--- src/rtl/spi_cmd_responder_pkg.sv ---
// spi_cmd_responder_pkg: opcodes, FSM state encoding and default response bytes
package spi_cmd_responder_pkg;
  localparam logic [7:0] OP_NOP = 8'h00;
  localparam logic [7:0] OP_WRITE = 8'h01;
  localparam logic [7:0] OP_READ = 8'h02;
  localparam logic [7:0] STATUS_OK_DEF = 8'h00;
  localparam logic [7:0] STATUS_ERR_DEF = 8'hEE;
  localparam logic [7:0] BAD_OPCODE_DEF = 8'hEF;
  typedef enum logic [3:0] {
    S_IDLE, S_ADDR, S_LEN, S_WDATA, S_WBUS, S_RBUS, S_RSEND, S_STATUS, S_BADOP
  } state_t;
  function automatic logic op_known(input logic [7:0] op);
    return op == OP_NOP || op == OP_WRITE || op == OP_READ;
  endfunction
endpackage

--- src/rtl/spi_cmd_responder_if.sv ---
// spi_cmd_responder_if: RX/TX byte streams and register bus of the command responder
interface spi_cmd_responder_if #(parameter int ADDR_BYTES = 2);
  logic [7:0] in_data;
  logic in_valid;
  logic in_ready;
  logic [7:0] out_data;
  logic out_valid;
  logic out_ready;
  logic [8*ADDR_BYTES-1:0] bus_addr;
  logic [7:0] bus_wdata;
  logic bus_we;
  logic bus_re;
  logic [7:0] bus_rdata;
  logic bus_ack;
  modport slave (
    input in_data, in_valid, out_ready, bus_rdata, bus_ack,
    output in_ready, out_data, out_valid, bus_addr, bus_wdata, bus_we, bus_re
  );
  modport master (
    output in_data, in_valid, out_ready, bus_rdata, bus_ack,
    input in_ready, out_data, out_valid, bus_addr, bus_wdata, bus_we, bus_re
  );
endinterface

--- src/rtl/spi_cmd_responder_bus_timeout_ctr.sv ---
// bus_timeout_ctr: counts strobe cycles without ack, expire fires on the TIMEOUT-th one (0 disables)
module bus_timeout_ctr #(
  parameter int TIMEOUT = 255
) (
  input  logic clk,
  input  logic rst_n,
  input  logic start,
  input  logic ack,
  output logic expire
);
  localparam int W = TIMEOUT > 1 ? $clog2(TIMEOUT) : 1;
  logic [W-1:0] cnt;
  assign expire = (TIMEOUT != 0) && start && !ack && cnt == W'(TIMEOUT - 1);
  always_ff @(posedge clk or negedge rst_n)
    if (!rst_n) cnt <= '0;
    else cnt <= (start && !ack && !expire) ? cnt + W'(1) : '0;
endmodule

--- src/rtl/spi_cmd_responder.sv ---
// spi_cmd_responder: parses write/read packets from the RX stream, runs them on an 8-bit
// register bus and returns status/read bytes on the TX stream
module spi_cmd_responder
  import spi_cmd_responder_pkg::*;
#(
  parameter int ADDR_BYTES = 2,
  parameter int TIMEOUT = 255,
  parameter logic [7:0] STATUS_OK = STATUS_OK_DEF,
  parameter logic [7:0] STATUS_ERR = STATUS_ERR_DEF,
  parameter logic [7:0] BAD_OPCODE_RESP = BAD_OPCODE_DEF
) (
  input  logic clk,
  input  logic rst_n,
  input  logic abort,
  spi_cmd_responder_if.slave io,
  output logic busy,
  output logic err
);
  localparam int AW = 8 * ADDR_BYTES;
  localparam int AB_W = ADDR_BYTES > 1 ? $clog2(ADDR_BYTES) : 1;
  state_t state, state_n;
  logic [AW-1:0] addr;
  logic [7:0] wdata, cnt, cnt_dec, out_data_q;
  logic [AB_W-1:0] abyte;
  logic out_valid_q, is_wr, tout, expire, acc, tx, done, last;
  assign acc = io.in_valid && io.in_ready;
  assign tx = out_valid_q && io.out_ready;
  assign done = io.bus_ack || expire;
  // len 0 wraps through 256 transfers because cnt is 8 bits
  assign cnt_dec = cnt - 8'd1;
  assign last = cnt_dec == 8'd0;
  assign io.in_ready = (state == S_IDLE && !out_valid_q) || state == S_ADDR || state == S_LEN || state == S_WDATA;
  assign io.bus_we = state == S_WBUS;
  assign io.bus_re = state == S_RBUS;
  assign io.bus_addr = addr;
  assign io.bus_wdata = wdata;
  assign io.out_data = out_data_q;
  assign io.out_valid = out_valid_q;
  assign busy = state != S_IDLE || out_valid_q;
  bus_timeout_ctr #(.TIMEOUT(TIMEOUT)) u_tmo (
    .clk(clk),
    .rst_n(rst_n),
    .start((io.bus_we || io.bus_re) && !abort),
    .ack(io.bus_ack),
    .expire(expire)
  );
  always_ff @(posedge clk or negedge rst_n)
    if (!rst_n) state <= S_IDLE;
    else state <= state_n;
  always_comb begin
    state_n = state;
    case (state)
      S_IDLE: if (acc) state_n = !op_known(io.in_data) ? S_BADOP : io.in_data == OP_NOP ? S_IDLE : S_ADDR;
      S_ADDR: if (acc && abyte == AB_W'(ADDR_BYTES - 1)) state_n = S_LEN;
      S_LEN: if (acc) state_n = is_wr ? S_WDATA : S_RBUS;
      S_WDATA: if (acc) state_n = S_WBUS;
      S_WBUS: if (done) state_n = last ? S_STATUS : S_WDATA;
      S_RBUS: if (done) state_n = S_RSEND;
      S_RSEND: if (tx) state_n = last ? S_IDLE : S_RBUS;
      S_STATUS, S_BADOP: if (tx) state_n = S_IDLE;
      default: state_n = S_IDLE;
    endcase
    if (abort) state_n = S_IDLE;
  end
  always_ff @(posedge clk or negedge rst_n)
    if (!rst_n) begin
      addr <= '0;
      wdata <= '0;
      cnt <= '0;
      abyte <= '0;
      is_wr <= 1'b0;
      tout <= 1'b0;
      out_valid_q <= 1'b0;
      out_data_q <= '0;
      err <= 1'b0;
    end else if (abort) begin
      addr <= '0;
      cnt <= '0;
      abyte <= '0;
      tout <= 1'b0;
      out_valid_q <= 1'b0;
    end else begin
      case (state)
        S_IDLE: if (acc) begin
          is_wr <= io.in_data == OP_WRITE;
          abyte <= '0;
          tout <= 1'b0;
          if (!op_known(io.in_data)) begin
            out_valid_q <= 1'b1;
            out_data_q <= BAD_OPCODE_RESP;
            err <= 1'b1;
          end
        end
        S_ADDR: if (acc) begin
          addr <= AW'({addr, io.in_data});
          abyte <= abyte + AB_W'(1);
        end
        S_LEN: if (acc) cnt <= io.in_data;
        S_WDATA: if (acc) wdata <= io.in_data;
        S_WBUS: if (done) begin
          addr <= addr + AW'(1);
          cnt <= cnt_dec;
          tout <= tout || expire;
          if (expire) err <= 1'b1;
          if (last) begin
            out_valid_q <= 1'b1;
            out_data_q <= (tout || expire) ? STATUS_ERR : STATUS_OK;
          end
        end
        S_RBUS: if (done) begin
          out_valid_q <= 1'b1;
          out_data_q <= io.bus_ack ? io.bus_rdata : 8'hFF;
          if (expire) err <= 1'b1;
        end
        S_RSEND: if (tx) begin
          out_valid_q <= 1'b0;
          addr <= addr + AW'(1);
          cnt <= cnt_dec;
        end
        S_STATUS, S_BADOP: if (tx) out_valid_q <= 1'b0;
        default: ;
      endcase
    end
endmodule

--- src/flat_wrapper.sv ---
// flat-port wrapper written by rule: the top's interface ports become plain ports
module spi_cmd_responder_flat import spi_cmd_responder_pkg::*;
#(
  parameter int ADDR_BYTES = 2,
  parameter int TIMEOUT = 255,
  parameter logic [7:0] STATUS_OK = STATUS_OK_DEF,
  parameter logic [7:0] STATUS_ERR = STATUS_ERR_DEF,
  parameter logic [7:0] BAD_OPCODE_RESP = BAD_OPCODE_DEF
)
  (clk, rst_n, abort, busy, err, io_in_data, io_in_valid, io_out_ready, io_bus_rdata, io_bus_ack, io_in_ready, io_out_data, io_out_valid, io_bus_addr, io_bus_wdata, io_bus_we, io_bus_re);
  spi_cmd_responder_if #(.ADDR_BYTES(ADDR_BYTES)) io_i ();
  input  logic clk;
  input  logic rst_n;
  input  logic abort;
  output logic busy;
  output logic err;
  input wire logic [$bits(io_i.in_data)-1:0] io_in_data;
  input wire logic [$bits(io_i.in_valid)-1:0] io_in_valid;
  input wire logic [$bits(io_i.out_ready)-1:0] io_out_ready;
  input wire logic [$bits(io_i.bus_rdata)-1:0] io_bus_rdata;
  input wire logic [$bits(io_i.bus_ack)-1:0] io_bus_ack;
  output wire logic [$bits(io_i.in_ready)-1:0] io_in_ready;
  output wire logic [$bits(io_i.out_data)-1:0] io_out_data;
  output wire logic [$bits(io_i.out_valid)-1:0] io_out_valid;
  output wire logic [$bits(io_i.bus_addr)-1:0] io_bus_addr;
  output wire logic [$bits(io_i.bus_wdata)-1:0] io_bus_wdata;
  output wire logic [$bits(io_i.bus_we)-1:0] io_bus_we;
  output wire logic [$bits(io_i.bus_re)-1:0] io_bus_re;
  assign io_i.in_data = io_in_data;
  assign io_i.in_valid = io_in_valid;
  assign io_i.out_ready = io_out_ready;
  assign io_i.bus_rdata = io_bus_rdata;
  assign io_i.bus_ack = io_bus_ack;
  assign io_in_ready = io_i.in_ready;
  assign io_out_data = io_i.out_data;
  assign io_out_valid = io_i.out_valid;
  assign io_bus_addr = io_i.bus_addr;
  assign io_bus_wdata = io_i.bus_wdata;
  assign io_bus_we = io_i.bus_we;
  assign io_bus_re = io_i.bus_re;
  spi_cmd_responder #(.ADDR_BYTES(ADDR_BYTES), .TIMEOUT(TIMEOUT), .STATUS_OK(STATUS_OK), .STATUS_ERR(STATUS_ERR), .BAD_OPCODE_RESP(BAD_OPCODE_RESP)) u_core (.clk(clk), .rst_n(rst_n), .abort(abort), .io(io_i), .busy(busy), .err(err));
endmodule
--- config.mk ---
export PLATFORM = sky130hd
export DESIGN_NAME = spi_cmd_responder_flat
export DESIGN_NICKNAME = d
export VERILOG_FILES = /design/src/rtl/spi_cmd_responder_pkg.sv /design/src/rtl/spi_cmd_responder_if.sv /design/src/rtl/spi_cmd_responder_bus_timeout_ctr.sv /design/src/rtl/spi_cmd_responder.sv /design/src/flat_wrapper.sv
export SDC_FILE = /design/constraint.sdc
export NUM_CORES = 1
export LEC_CHECK = 0
export ABC_AREA = 1
export BUFFER_PORTS_ARGS = -buffer_cell sky130_fd_sc_hd__buf_2
export CORE_MARGIN = 2
export CORE_UTILIZATION = 55
export CTS_CLUSTER_DIAMETER = 150
export DETAILED_ROUTE_END_ITERATION = 8
export GPL_TIMING_DRIVEN = 0
export MAX_ROUTING_LAYER = met4
export PLACE_DENSITY = 0.78
export SYNTH_ARGS = -nofsm -noshare
export SYNTH_HDL_FRONTEND = slang
export SYNTH_HIERARCHICAL = 1
export SYNTH_SLANG_ARGS = --single-unit
--- constraint.sdc ---
create_clock -name clk -period 2.5 [get_ports clk]
set_input_delay 0.5 -clock clk [delete_from_list [all_inputs] [get_ports clk]]
set_output_delay 0.5 -clock clk [all_outputs]
set_load 0.005 [all_outputs]
==> results of run 1 <==
-- metrics by stage --
step	setup WS [ns]	hold slack, ns	total power, mW
global route	0.00911	0.267	2.96
floorplan	0.570	0.204	1.67
detailed placement	0.0205	0.456	1.93
finish	0.205	0.208	2.79
CTS	0.147	0.427	2.80
global placement	0.0281	0.460	1.92
-- registers in the layout, summed over array words and instances (netlist names), 4 cells and up --
name	cells
u_core/io.bus_addr	16
u_core/cnt	8
u_core/io.bus_wdata	8
u_core/io.out_data	8
u_core/u_tmo/cnt	8
u_core/state	4
-- placed cells by master (no fill, tap or decap), types with 4 or more instances in the layout --
cell type | synthesis | routed
o211ai_1 | 4 | 4
mux2_2 | 5 | 5
buf_2 | 4 | 62
nand3_1 | 36 | 36
o21ai_0 | 36 | 36
a21oi_1 | 9 | 9
nand4_1 | 6 | 6
nor3_1 | 11 | 10
nor2_2 | 6 | 5
inv_1 | 43 | 42
clkbuf_1 | 3 | 4
clkbuf_8 | 0 | 9
nand2_1 | 141 | 141
nor2_1 | 75 | 75
dfrtp_1 | 57 | 57
ha_1 | 5 | 5
nand2_4 | 4 | 4
xor2_1 | 5 | 5
inv_2 | 4 | 5
o21ai_2 | 10 | 10
nand2_2 | 5 | 5
nor2_4 | 4 | 5
-- per-layer routing --
metal  track usage [%]  vias up  part of all wire, %  wire [µm]
li1                  -     1752                    -          -
met1              35.4     1705                   43       3970
met2              43.0      146                   49       4510
met3              5.54       12                  6.3        582
met4              8.08        0                  1.2        112
met5                 -        -                    0          0
-- layout make-up --
| class | count | share of cell area [%] |
|---|---|---|
| Multi-Input combinational cell | 383 | 46.3 |
| Sequential cell | 57 | 33.7 |
| Timing Repair Buffer | 59 | 7.04 |
| Inverter | 48 | 4.32 |
| Clock buffer | 10 | 3.02 |
| Tap cell | 77 | 2.28 |
| Buffer | 11 | 1.72 |
| Clock inverter | 6 | 1.60 |
-- final timing paths --
path | to | slack (ns) | startpoint | cells past startpoint
max | u_core/io.bus_addr[15] | 0.21 | u_core/state[3] | 12
min | u_core/io.bus_addr[12] | 0.21 | rst_n | 1
max reg2reg | u_core/io.bus_addr[15] | 0.21 | u_core/state[3] | 12
min reg2reg | u_core/err | 0.48 | u_core/err | 1
max in group asynchronous | u_core/io.out_data[3] | 1.81 | rst_n | 1
min in group clk | u_core/io.bus_wdata[7] | 0.45 | io_in_data[7] | 2
-- timing repair --
item	in CTS	in global routing
gates resized for setup	0	3
endpoints found under the setup margin	0	23
buffers inserted	0	0
hold buffers	0	0
-- power by group through the flow --
| stage | combinational (mW) | sequential (mW) | clock (mW) |
|---|---|---|---|
| after floorplan | 0.521 | 1.15 | 0 |
| after global placement | 0.762 | 1.15 | 0 |
| after detailed placement | 0.779 | 1.16 | 0 |
| after CTS | 0.783 | 1.14 | 0.879 |
| after global routing | 0.878 | 1.16 | 0.926 |
| final | 0.782 | 1.14 | 0.863 |
-- cell families (layout without fill, tap and decap cells) --
group	after synthesis	in the layout	share of synthesized area, %
adder cells (fa/ha/maj)	5	5	1.72
AO/OA/AOI/OAI	72	72	12.8
AND/OR/NAND/NOR	295	295	36.1
buffers and inverters	59	134	7.03
flip-flops	57	57	39.3
XOR/XNOR	6	6	1.45
multiplexers	5	5	1.55
==> summary.txt, run 1 <==
count leader, synth = nand2_1
multi-input logic area = 0.00196 mm²
largest net degree at the start of global routing = 58
DRC = 0
Fin Setup TNS = 0 ns
CP Capture Type = flip-flop
drt first pass iters = 5
GR Overflow Total = 0
Post-Place Cells = 635
clock buffer depth = 2
Clock Sink Count = 57
most area-consuming cells after synthesis = dfrtp_1, nand2_1, nor2_1
run status = complete, no violations
Vias = 3615
fin nets = 596
drt via density = 5.55
Worst slew margin = 52.0%
yosys warns = 6
Chip Height = 85.2 µm
final core occ = 66.6%
CP Launch Type = flip-flop
flops & latches, synth = 57
Reg area = 0.00143 mm²
crit path time final = 2.29 ns
switching pwr = 984 µW
CTS H-tree depth = 3
Buf/Inv on CP = 2
final instance area = 0.00423 mm²
fillers = 561
Starting Density = 57.1%
CTS root buf = clkbuf_8
clock latency at the later pin of the worst-skew pair = 0.34 ns
fmax = 436 MHz
CP max FO = 10
most frequent cells after synthesis = nand2_1, nor2_1, dfrtp_1, inv_1
vias in the first global route = 3338
Cells after Synth = 499
CP max stage delay = 0.48 ns
number of CTS-inserted buffers = 9
Core Area = 0.00635 mm²
Mean Syn Cell Area = 7.27 µm²
final wirelength = 9180 µm
count of final hold-check violations = 0
initial antenna violation count = 0
FFs w/ async S/R, synth = 100%
Hold WC Path Type = in2async
clock transition at the registers of the reported paths = 0.08 ns
slew at the pin closest to its max-slew limit = 0.720 ns
Detail Placement HPWL = 6830 µm
delay-heaviest family, CP = simple AND/OR/NAND/NOR gates
CP Cell Sequence = nor2_4, nand2_2, nor2_1, inv_1, nor3_2, nor2_1, nand2_2, nand4_4, nor2_4, buf_6, nand3_1, nand2_1
max-slew violations = 0
slowest stage cell, crit path = dfrtp_1
final setup vio count = 0
Mapped Nets = 526
clk_skew = 0.00907 ns
share of cells above drive strength 1 = 23.2%
Layout Cells excl Fill = 651
number of synthesized flops with an enable pin = 0
critical path type = reg2reg
wire per inst = 14.1 µm
CTS tree = built
worst vdd ir = 0.000905 V
Pint = 1.80 mW
Placed Area = 0.00402 mm²
Power Dens Cells = 660 mW/mm²
sequential power share = 41.0%
Yosys cell types = 38
first-pass GRT wire length = 15300 µm
CP required = 2.78 ns
RSZ-0062 raised after global routing = no
dominant cell type by area after synthesis = dfrtp_1
die width = 85.2 µm
# diodes = 0
leak pwr = 2.13 nW
Final Wtd Congestion = 0.999
Die ar. = 0.00726 mm²
Switching Share = 35.3%
initial detailed-routing violation count = 275
DRT antenna net count = 0
clock network power share = 31.0%
All-Layer GR Usage = 27.2%
Final Cycle Share = 91.8%
synthesized area = 0.00363 mm²
IO Count = 60
Max-Cap Viols = 0
area growth from synthesis to layout = 16.5%
Synth Flop Type = dfrtp_1
combinational power share = 28.0%
share of the synthesized area in the top cell type = 39.3%
# port buffers = 59
Critical Path AT = 2.57 ns
register area share after synthesis = 39.3%
Core Rows = 29
(Power assumes the default switching activity.)
==> inputs of run 2 (changes only) <==
- CORE_ASPECT_RATIO: default -> 0.5
==> run 2 against run 1 <==
  * Clock power up 24%
  * Critical path depth up 1
  * Fmax up 0.66%
  * Combinational power up 0.9%
  * Flip-flop and latch count unchanged
  * Clock skew down 0.0049 ns
  * Sequential power about the same
  * Utilization up 2.3 points
  * Setup slack better by 0.015 ns
  * Clock-buffer cell count up 2
  * Via count down 2.3%
  * Wire length up 1.9%
  * Critical endpoint is now u_core/cnt[6]
  * Highest routed layer unchanged
==> summary.txt, run 2 (synthesis results as in run 1) <==
fin nets = 596
Post-Place Cells = 646
r2r startpoint = u_core/state[1]
hold_buf cts = 0
# port buffers = 59
final core occ = 68.9%
IO Count = 60
initial detailed-routing violation count = 341
max reg flops = 16
CP Launch Type = flip-flop
switching pwr = 992 µW
drt via density = 5.36
Power Dens Cells = 702 mW/mm²
most frequent cells in the layout = nand2_1, nor2_1, buf_2, dfrtp_1, inv_1
share of cells above drive strength 1 = 22.4%
CP max stage delay = 0.47 ns
clock transition at the registers of the reported paths = 0.05 ns
All-Layer GR Usage = 28.9%
clock latency at the later pin of the worst-skew pair = 0.33 ns
Hold WC Path Type = in2async
count of final hold-check violations = 0
Worst Reg2Reg Path Length in Cells = 13
area growth from synthesis to layout = 18.3%
crit path time final = 2.28 ns
worst hold slack = 0.217 ns
slowest stage cell, crit path = dfrtp_1
Max-Cap Viols = 0
Detail Placement HPWL = 6750 µm
Worst slew margin = 51.8%
critical path type = reg2reg
CP max FO = 7
clk_skew = 0.00418 ns
combinational power share = 26.2%
final wirelength = 9350 µm
Core Rows = 20
Setup Fix Bufs, Post-CTS = 0
Switching Share = 32.9%
CP Capture Type = flip-flop
most common cell after layout, fill and taps aside = nand2_1
Final Cycle Share = 91.2%
CTS H-tree depth = 3
run status = complete, no violations
slew at the pin closest to its max-slew limit = 0.723 ns
Fin Setup TNS = 0 ns
Clock Sink Count = 57
Die ar. = 0.00730 mm²
Chip Height = 61.4 µm
RSZ-0062 raised after global routing = no
Core Area = 0.00623 mm²
wire per inst = 14.2 µm
met3 usage = 7.31%
sequential power share = 38.2%
drt first pass iters = 5
fillers = 526
leak pwr = 2.16 nW
fmax = 439 MHz
CP Cell Sequence = inv_2, nand2_2, nor2_1, inv_1, nor3_2, nor2_1, nand2_2, nand2_1, nor2_1, nand2_1, nor2_2, nand2_1, o21ai_0
worst vdd ir = 0.000504 V
met1 Usage GRT = 38.3%
final setup vio count = 0
clock buffer depth = 2
Layout Cells excl Fill = 659
initial antenna violation count = 0
Pint = 2.02 mW
CTS root buf = clkbuf_16
Vias = 3531
R2R Setup Slk = 0.22 ns
die width = 119 µm
routing usage on met2 = 44.7%
first-pass GRT wire length = 15600 µm
DRC = 0
CTS tree = built
Starting Density = 58.2%
DRT antenna net count = 0
GR Overflow Total = 0
max-slew violations = 0
Final Wtd Congestion = 0.938
vias in the first global route = 3228
largest net degree at the start of global routing = 58
# diodes = 0
Critical Path AT = 2.51 ns
number of CTS-inserted buffers = 9
clock network power share = 35.6%
gr busiest metal = met2
CP required = 2.73 ns
reg2reg end = u_core/cnt[6]
[run 2: how the worst max path moves through the flow]
stage,start,to,slack [ns],cells past startpoint
final,u_core/state[1],u_core/cnt[6],0.22,13
after global placement,abort,u_core/io.bus_addr[2],0.02,11
after global routing,u_core/state[2],u_core/cnt[1],0.006,14
after CTS,u_core/state[3],u_core/cnt[6],0.16,13
after floorplan,abort,u_core/io.bus_addr[11],0.57,11
after detailed placement,abort,u_core/cnt[6],0.03,13
[run 2: cell type report]
cell class,instances,area [µm²],share of cell area [%]
plain buffers,11,72.6,1.69
well taps,88,110,2.56
clock buffers,12,246,5.74
repair buffers,59,298,6.94
clock inverters,1,5.00,0.117
inverters,48,183,4.26
flip-flops and latches,57,1430,33.2
multi-input cells,383,1950,45.5
[run 2: layer usage]
| metal | wire length, µm | vias to the layer above | part of all wire, % |
|---|---|---|---|
| li1 | - | 1758 | - |
| met1 | 4480 | 1617 | 48 |
| met2 | 4060 | 142 | 43 |
| met3 | 696 | 14 | 7.4 |
| met4 | 117 | 0 | 1.3 |
| met5 | 0 | - | 0 |
[run 2: what timing repair did]
action | 4_1_cts | 5_1_grt
setup endpoints to repair | 0 | 18
resized for setup | 0 | 1
hold endpoints to repair | 0 | 0
[run 2: power by group through the flow]
stage	sequential, mW	clock [mW]	combinational, mW
after floorplan	1.15	0	0.521
after global placement	1.16	0	0.763
after detailed placement	1.16	0	0.781
after CTS	1.15	1.09	0.785
after global routing	1.16	1.15	0.878
final	1.15	1.07	0.789
[run 2: worst max-delay path: cells and delay by family, from the launching register on]
kind	cells	cell delay (ns)
flops	1	0.47
simple gates	10	1.38
buf+inv	2	0.23
compound gates	1	0.10
[run 2: per-stage QoR]
stage               worst slack, ns  cell area, µm²  power, mW
floorplan                     0.570            3630       1.67
global placement             0.0192            4030       1.92
detailed placement           0.0321            4030       1.94
CTS                           0.156            4290       3.02
global route                0.00630            4290       3.19
finish                        0.220            4290       3.01
==> inputs of run 3 (changes only) <==
- CORE_MARGIN: 2 -> default
- SLEW_MARGIN: default -> 25
==> run 3 against run 2 <==
  * Critical path depth unchanged
  * Cell area increased by 0.90%
  * Flip-flop and latch count unchanged
  * Register-to-register slack improved by 0.02 ns
  * Setup slack improved by 0.021 ns
  * Sequential share of layout area decreased by 0.30 points
  * Critical endpoint is now u_core/cnt[5]
  * Largest cell class unchanged
  * Highest routed layer unchanged
==> summary.txt, run 3 (synthesis results as in run 1) <==
worst vdd ir = 0.000508 V
# port buffers = 59
CP startpoint = u_core/state[3]
CTS tree = built
final setup vio count = 0
Die ar. = 0.00695 mm²
final worst slack = 0.241 ns
fillers = 552
# diodes = 0
drt first pass iters = 7
Placed Area = 0.00404 mm²
dpl ws = -0.0204 ns
RSZ-0062 raised after global routing = no
die width = 117 µm
CP max stage delay = 0.47 ns
largest net degree at the start of global routing = 58
DRT antenna net count = 0
count of final hold-check violations = 0
final wirelength = 9300 µm
drt via density = 5.50
CP required = 2.73 ns
most common cell after layout, fill and taps aside = nand2_1
CTS root buf = clkbuf_16
Core Rows = 20
Power Dens Cells = 706 mW/mm²
Final Wtd Congestion = 0.949
hold_buf cts = 0
clock latency at the later pin of the worst-skew pair = 0.33 ns
CP max FO = 7
CTS H-tree depth = 3
Max-Cap Viols = 0
clock transition at the registers of the reported paths = 0.05 ns
Final Cycle Share = 90.4%
Hold WC Path Type = in2async
crit path time final = 2.26 ns
GR Overflow Total = 0
DRC = 0
initial detailed-routing violation count = 313
final instance area = 0.00433 mm²
Vias = 3645
number of CTS-inserted buffers = 9
Clock Sink Count = 57
fmax = 443 MHz
r2r startpoint = u_core/state[3]
run status = complete, no violations
max reg flops = 16
CP Capture Type = flip-flop
final core occ = 69.8%
wire per inst = 14.0 µm
critical path type = reg2reg
initial antenna violation count = 0
reg2reg end = u_core/cnt[5]
share of cells above drive strength 1 = 23.3%
clock buffer depth = 2
Fin Setup TNS = 0 ns
Critical Path AT = 2.49 ns
R2R Setup Slk = 0.24 ns
CP endpoint = u_core/cnt[5]
IO Count = 60
area growth from synthesis to layout = 19.4%
vias in the first global route = 3224
most frequent cells in the layout = nand2_1, nor2_1, buf_2, dfrtp_1, inv_1
leak pwr = 2.18 nW
fin nets = 597
clk_skew = 0.00704 ns
first-pass GRT wire length = 15300 µm
Starting Density = 58.5%
Detail Placement HPWL = 6680 µm
Core Area = 0.00621 mm²
CP Cell Sequence = nor2_4, nand2_2, nor2_1, inv_1, nor3_2, nor2_1, nand2_2, nand2_1, nor2_1, nand2_2, nor2_4, nand2_1, o21ai_0
Worst Reg2Reg Path Length in Cells = 13
Chip Height = 59.4 µm
max-slew violations = 0
CP Launch Type = flip-flop
slew at the pin closest to its max-slew limit = 0.727 ns
slowest stage cell, crit path = dfrtp_1
All-Layer GR Usage = 30.6%
Worst slew margin = 51.5%
-- run 3: worst min-delay path by stage --
| stage | start | slack (ns) | end |
|---|---|---|---|
| 4_1_cts | rst_n | 0.25 | u_core/cnt[2] |
| 3_5_place_dp | u_core/io.out_data[7] | 0.46 | u_core/io.out_data[7] |
| 5_1_grt | rst_n | 0.28 | u_core/io.bus_addr[14] |
| 6_report | rst_n | 0.23 | u_core/io.bus_addr[13] |
| 2_1_floorplan | rst_n | 0.20 | u_core/abyte |
| 3_3_place_gp | u_core/io.out_data[1] | 0.46 | u_core/io.out_data[1] |
-- run 3: metrics by stage --
step	std cells	total power [mW]	hold slack, ns
after global routing	663	3.23	0.284
after CTS	662	3.08	0.252
after floorplan	499	1.67	0.204
final	663	3.06	0.228
after detailed placement	646	1.93	0.465
after global placement	646	1.92	0.463
-- run 3: repair_timing --
action                                  CTS  global route
endpoints found under the setup margin    0            24
buffers inserted                          0             1
resized for setup                         0             4
-- run 3: area by class of cell --
class | instances | area [µm²] | area share [%]
clock buffer | 13 | 260 | 6.01
sequential | 57 | 1430 | 32.9
clock inverter | 3 | 15.0 | 0.347
inverter | 48 | 183 | 4.22
multi-input combinational | 383 | 1960 | 45.2
tap | 88 | 110 | 2.54
buffer | 11 | 72.6 | 1.68
timing repair buffer | 60 | 305 | 7.05
-- run 3: per-layer routing --
metal  GRT usage (%)  up-vias  routed length, µm
li1                -     1766                  -
met3            7.57       19                764
met5               -        -                  0
met4            11.4        0                138
met1            40.2     1701               4270
met2            46.1      159               4140
-- run 3: report_power, final --
part	switching, mW	internal (mW)	leakage (nW)
logic	0.484	0.308	1.29
clock network	0.400	0.718	0.139
registers	0.111	1.04	0.750
-- run 3: critical path: cells and delay by family, from the launching register on --
| kind | cells | cell delay, ns |
|---|---|---|
| buffers and inverters | 1 | 0.08 |
| DFF | 1 | 0.47 |
| and+or+nand+nor | 11 | 1.53 |
| AOI/OAI and AO/OA | 1 | 0.10 |
